### config.mk
export PLATFORM = sky130hd
export DESIGN_NAME = ch2_piso_ser
export DESIGN_NICKNAME = d
export VERILOG_FILES = /design/src/rtl/ch2_piso_ser.sv
export SDC_FILE = /design/constraint.sdc
export NUM_CORES = 1
export LEC_CHECK = 0
export BUFFER_PORTS_ARGS = -buffer_cell sky130_fd_sc_hd__buf_2
export CAP_MARGIN = 20
export CORE_AREA = 2 2 39 41
export CTS_CLUSTER_SIZE = 28
export DETAILED_ROUTE_END_ITERATION = 7
export DIE_AREA = 0 0 41 43
export PLACE_DENSITY = 0.61
export RECOVER_POWER = 100
export SYNTH_ARGS = -nofsm -noshare
export SYNTH_HDL_FRONTEND = slang
export SYNTH_SLANG_ARGS = --single-unit
### constraint.sdc
create_clock -name CLK -period 2 [get_ports CLK]
set_clock_uncertainty 0.1 [all_clocks]
set_input_delay 0.4 -clock CLK [delete_from_list [all_inputs] [get_ports CLK]]
set_output_delay 0.4 -clock CLK [all_outputs]
set_load 0.005 [all_outputs]
### src/rtl/ch2_piso_ser.sv
// ch2_piso_ser: parametrised parallel-in/serial-out shift register.
// A word is loaded through a valid/ready handshake and shifted out one bit
// per SHIFT_EN-qualified clock, with Q_VALID/Q_LAST framing. A new word can
// be accepted on the final-bit edge, so consecutive frames have no gap.
// Optional feature macro: PISO_PARITY_EN appends an even-parity bit
// (XOR of the captured word) after the data bits, making frames WIDTH+1 long.
module ch2_piso_ser #(
    parameter int WIDTH     = 4,
    parameter bit MSB_FIRST = 1'b1
) (
    input  logic             CLK,
    input  logic             RST,
    input  logic             LD_VALID,
    output logic             LD_READY,
    input  logic [WIDTH-1:0] D,
    input  logic             SHIFT_EN,
    output logic             Q,
    output logic             Q_VALID,
    output logic             Q_LAST,
    output logic             BUSY
);

    localparam int CW = $clog2(WIDTH + 1);
`ifdef PISO_PARITY_EN
    localparam int FRAME_LEN = WIDTH + 1;
`else
    localparam int FRAME_LEN = WIDTH;
`endif
    localparam logic [CW-1:0] LAST_CNT = CW'(FRAME_LEN - 1);

    typedef enum logic {
        IDLE  = 1'b0,
        SHIFT = 1'b1
    } state_t;

    state_t           state_q, state_d;
    logic [WIDTH-1:0] sr_q, sr_d;
    logic [CW-1:0]    cnt_q, cnt_d;
    logic             head_bit;
    logic             serial_bit;
    logic [WIDTH-1:0] sr_shifted;
    logic             busy;
    logic             at_last;
    logic             accept;

`ifdef PISO_PARITY_EN
    logic parity_q, parity_d;
`endif

    // Head bit and one-step shift depend only on the shift direction.
    generate
        if (MSB_FIRST) begin : g_msb_first
            assign head_bit   = sr_q[WIDTH-1];
            assign sr_shifted = {sr_q[WIDTH-2:0], 1'b0};
        end else begin : g_lsb_first
            assign head_bit   = sr_q[0];
            assign sr_shifted = {1'b0, sr_q[WIDTH-1:1]};
        end
    endgenerate

    // Once all data bits have gone, the stored parity bit takes the line.
`ifdef PISO_PARITY_EN
    assign serial_bit = (cnt_q == CW'(WIDTH)) ? parity_q : head_bit;
`else
    assign serial_bit = head_bit;
`endif

    // Framing outputs; ready in SHIFT only on an advancing final-bit cycle.
    assign busy     = (state_q == SHIFT);
    assign at_last  = busy && (cnt_q == LAST_CNT);
    assign Q        = busy & serial_bit;
    assign Q_VALID  = busy;
    assign Q_LAST   = at_last;
    assign BUSY     = busy;
    assign LD_READY = !busy || (at_last && SHIFT_EN);
    assign accept   = LD_VALID && LD_READY;

    // Next-state logic: load, shift, or finish the frame; hold by default.
    always_comb begin
        state_d = state_q;
        sr_d    = sr_q;
        cnt_d   = cnt_q;
`ifdef PISO_PARITY_EN
        parity_d = parity_q;
`endif
        case (state_q)
            IDLE: begin
                if (accept) begin
                    state_d = SHIFT;
                    sr_d    = D;
                    cnt_d   = '0;
`ifdef PISO_PARITY_EN
                    parity_d = ^D;
`endif
                end
            end
            SHIFT: begin
                if (SHIFT_EN) begin
                    if (at_last) begin
                        if (accept) begin
                            // Back-to-back: next frame starts on the very next cycle.
                            sr_d  = D;
                            cnt_d = '0;
`ifdef PISO_PARITY_EN
                            parity_d = ^D;
`endif
                        end else begin
                            state_d = IDLE;
                            sr_d    = '0;
                            cnt_d   = '0;
`ifdef PISO_PARITY_EN
                            parity_d = 1'b0;
`endif
                        end
                    end else begin
                        sr_d  = sr_shifted;
                        cnt_d = cnt_q + CW'(1);
                    end
                end
            end
            default: begin
                state_d = IDLE;
            end
        endcase
    end

    // State, shift register and counter; reset discards any word in flight.
    always_ff @(posedge CLK or posedge RST) begin
        if (RST) begin
            state_q <= IDLE;
            sr_q    <= '0;
            cnt_q   <= '0;
`ifdef PISO_PARITY_EN
            parity_q <= 1'b0;
`endif
        end else begin
            state_q <= state_d;
            sr_q    <= sr_d;
            cnt_q   <= cnt_d;
`ifdef PISO_PARITY_EN
            parity_q <= parity_d;
`endif
        end
    end

endmodule

==> summary.md <==
| Metric | Value |
|---|---|
| Bufs and invs on worst path | `2` |
| Vias in the first global route | `roughly 310` |
| Fmax achieved | `about 0.52 GHz` |
| Final Hold Viols | `0` |
| Sink Count | `8` |
| Cell count after synthesis | `45` |
| Status | `finished clean` |
| Area delta synth->final | `21.0%` |
| Initial core utilization | `0.318` |
| Max incr delay on CP | `400 ps` |
| Sw frac | `0.331` |
| Global-route wire length before repair | `approximately 1.4 mm` |
| Total negative slack | `0 ps` |
| Total GRT Usage | `0.128` |
| Vias per cell | `5.00` |
| Nets | `around 70` |
| Cell Chain, Critical Path | `ha_1, nor2b_4, a21boi_4, inv_1, buf_2` |
| Slew HR | `0.708` |
| Sequential Power Share | `0.427` |
| DR WL/cell | `between 10 and 15 microns` |
| Worst Hold Depth | `3` |
| Std cell rows | `14` |
| CP max FO | `4` |
| H-tree depth | `1` |
| Setup repair bufs after CTS | `0` |
| Num CTS Buffers | `3` |
| Slew @ Worst Pin | `around 430 ps` |
| CTS root buffer | `clkbuf_4` |
| NetSw | `between 150 and 200 uW` |
| Unrepaired setup endpoints after global routing | `false` |
| DIE WIDTH | `roughly 41 microns` |
| Clk network pwr share | `0.224` |
| Full die area | `between 1500 and 2000 sq um` |
| Worst path top cell family by delay | `flip-flops` |
| YS warnings | `0` |
| Pwr Density | `roughly 1100 nW/um^2` |
| Register bit total from synthesis | `8` |
| Max Cap Viol | `0` |
| Initial antenna violation count | `0` |
| Initial DRC Count | `12` |
| Critical path class | `flip-flop to primary output` |
| P_leak | `approximately 0.00027 uW` |
| Cell Area, Synth | `about 440 sq um` |
| Count of final setup violators | `0` |
| Critical Path Source Type | `flip-flop` |
| Tcrit/Tclk final | `0.955` |
| Critical Path RT | `about 1500 ps` |
| Post-Route WL | `a little under 900 microns` |
| Area of the core | `approximately 1400 sq um` |
| Worst min path class | `primary input to flip-flop` |
| Arrival time of the worst setup path | `between 1000 and 1500 ps` |
| Reg2reg path depth | `5` |
| Hold bufs inserted after CTS | `1` |
| Mapped Nets | `between 50 and 60` |
| Design internal power | `about 390 uW` |
| Fin util | `0.385` |
| Clock latency on the worst-skew pair | `about 260 ps` |
| Comb pwr share | `0.349` |
| Synth area leader | `dfrtp_1` |
| Chip height | `43 microns` |
| Clock Path Buffers | `2` |
| # port buffers | `12` |
| Placer Congestion | `between 0.7 and 0.8` |
| # fillers | `141` |
| Vias | `370` |
| Grt ovf | `0` |
| Crit. path cell count | `5` |
| Synth unique cells | `22` |
| DR DRC count | `0` |
| CTS tree | `built` |
| Clk slew on worst S/H paths | `70 ps` |
| DR pass1 iterations | `4` |
| Post-route ant nets | `0` |
| Layout cell share with drive strength beyond 1 | `0.328` |
| Seq/Total Area, Yosys | `0.455` |
| Mean Syn Cell Area | `approximately 10 sq um` |
| Slowest-stage cell, CP | `dfrtp_1` |
| Main area contributors after synthesis | `dfrtp_1 45%, nand2_1 7.7%, o211ai_1 5.1%` |
| Cts repair resizes | `0` |
| Top-area cell type share of the netlist area | `0.455` |
| Num ports | `13` |
| Fin crit period | `between 1500 and 2000 ps` |
| Maximum VDD drop | `around 0.44 mV` |
| Pin count of the biggest net entering global routing | `15` |
| CP Capture Type | `primary output` |
| Slew Limit Fails | `0` |
| ANT cells | `0` |
## cell usage in the layout (no fill, tap or decap), drive strengths merged
master	instances
or2b	1
nand3	1
nand2	9
a32o	1
nor2	1
dfrtp	8
nand4	3
o21ai	2
dlygate4sd3	1
inv	4
and2	2
nor2b	1
clkbuf	3
mux2i	1
a31oi	1
ha	1
o2bb2ai	1
a21boi	1
a22o	1
o211ai	3
buf	12
## power groups by stage
stage / combinational, uW / sequential, uW / clock, uW
final: 204 / 249 / 131
after global routing: 230 / 256 / 148
after CTS: 208 / 249 / 133
after detailed placement: 204 / 253 / 0
after global placement: 207 / 251 / 0
after floorplan: 164 / 239 / 0
## cells by family (layout without fill, tap and decap cells)
| kind of cell | count (synthesis) | count (layout) | synth area share |
|---|---|---|---|
| and+or+nand+nor | 18 | 18 | 0.222 |
| muxes | 1 | 1 | 0.0227 |
| AOI/OAI and AO/OA | 10 | 10 | 0.193 |
| adders and majority gates | 1 | 1 | 0.0284 |
| buffers and inverters | 7 | 20 | 0.0795 |
| DFF | 8 | 8 | 0.455 |
## area by class of cell
class	count	area [sq um]	share of cell area
inverter	4	15.0	0.0282
sequential	8	200	0.376
timing repair buffer	13	70.1	0.131
multi-input combinational	30	205	0.385
clock buffer	3	22.5	0.0423
tap	16	20.0	0.0376
## state kept, by name, summed over array words and instances (netlist names)
register  flops
BUSY          1
cnt_q         3
sr_q          4
## worst register-to-register path, delay by kind of cell (launching register included)
family,cells,cell delay [ps]
DFF,1,400
and+or+nand+nor,1,140
adders and majority gates,1,210
AOI/OAI and AO/OA,2,440
buffers and inverters,1,90
## cell usage after synthesis
cell,n
nand2_1,9
dfrtp_1,8
ha_1,1
a21boi_4,1
o2bb2ai_1,1
buf_4,2
and2_2,1
a31oi_1,1
o211ai_1,3
a22o_1,1
o21ai_0,2
inv_1,3
buf_2,1
mux2i_1,1
inv_2,1
nor2b_4,1
nand4_1,3
nor2_1,1
a32o_1,1
or2b_2,1
and2_1,1
nand3_1,1
## metrics by stage
| stage | instances | hold WS (ps) | cell area, sq um | setup WS [ps] | power [uW] |
|---|---|---|---|---|---|
| 2_1_floorplan | 45 | 116 | 440 | 554 | 403 |
| 3_3_place_gp | 70 | 270 | 500 | 402 | 458 |
| 3_5_place_dp | 70 | 265 | 500 | 400 | 457 |
| 4_1_cts | 74 | 302 | 533 | 114 | 590 |
| 5_1_grt | 74 | 301 | 533 | 28.9 | 635 |
| 6_report | 74 | 305 | 533 | 89.6 | 584 |
## per-layer routing
| metal | routed length [microns] | global-route usage |
|---|---|---|
| met2 | 362 | 0.134 |
| met3 | 59 | 0.0785 |
| met1 | 432 | 0.188 |
| met4 | 14 | 0.0800 |
| met5 | 0 | 0 |
## worst paths after layout
path	start	to	slack [ps]
min in group asynchronous	RST	cnt_q[2]	520
worst min register to register	sr_q[0]	sr_q[0]	400
worst min-delay path	D[3]	sr_q[3]	310
worst max-delay path	cnt_q[1]	LD_READY	90
max in group asynchronous	RST	sr_q[0]	1020
worst max register to register	cnt_q[1]	sr_q[0]	500
Note: power is estimated with default switching activity, not from simulation.
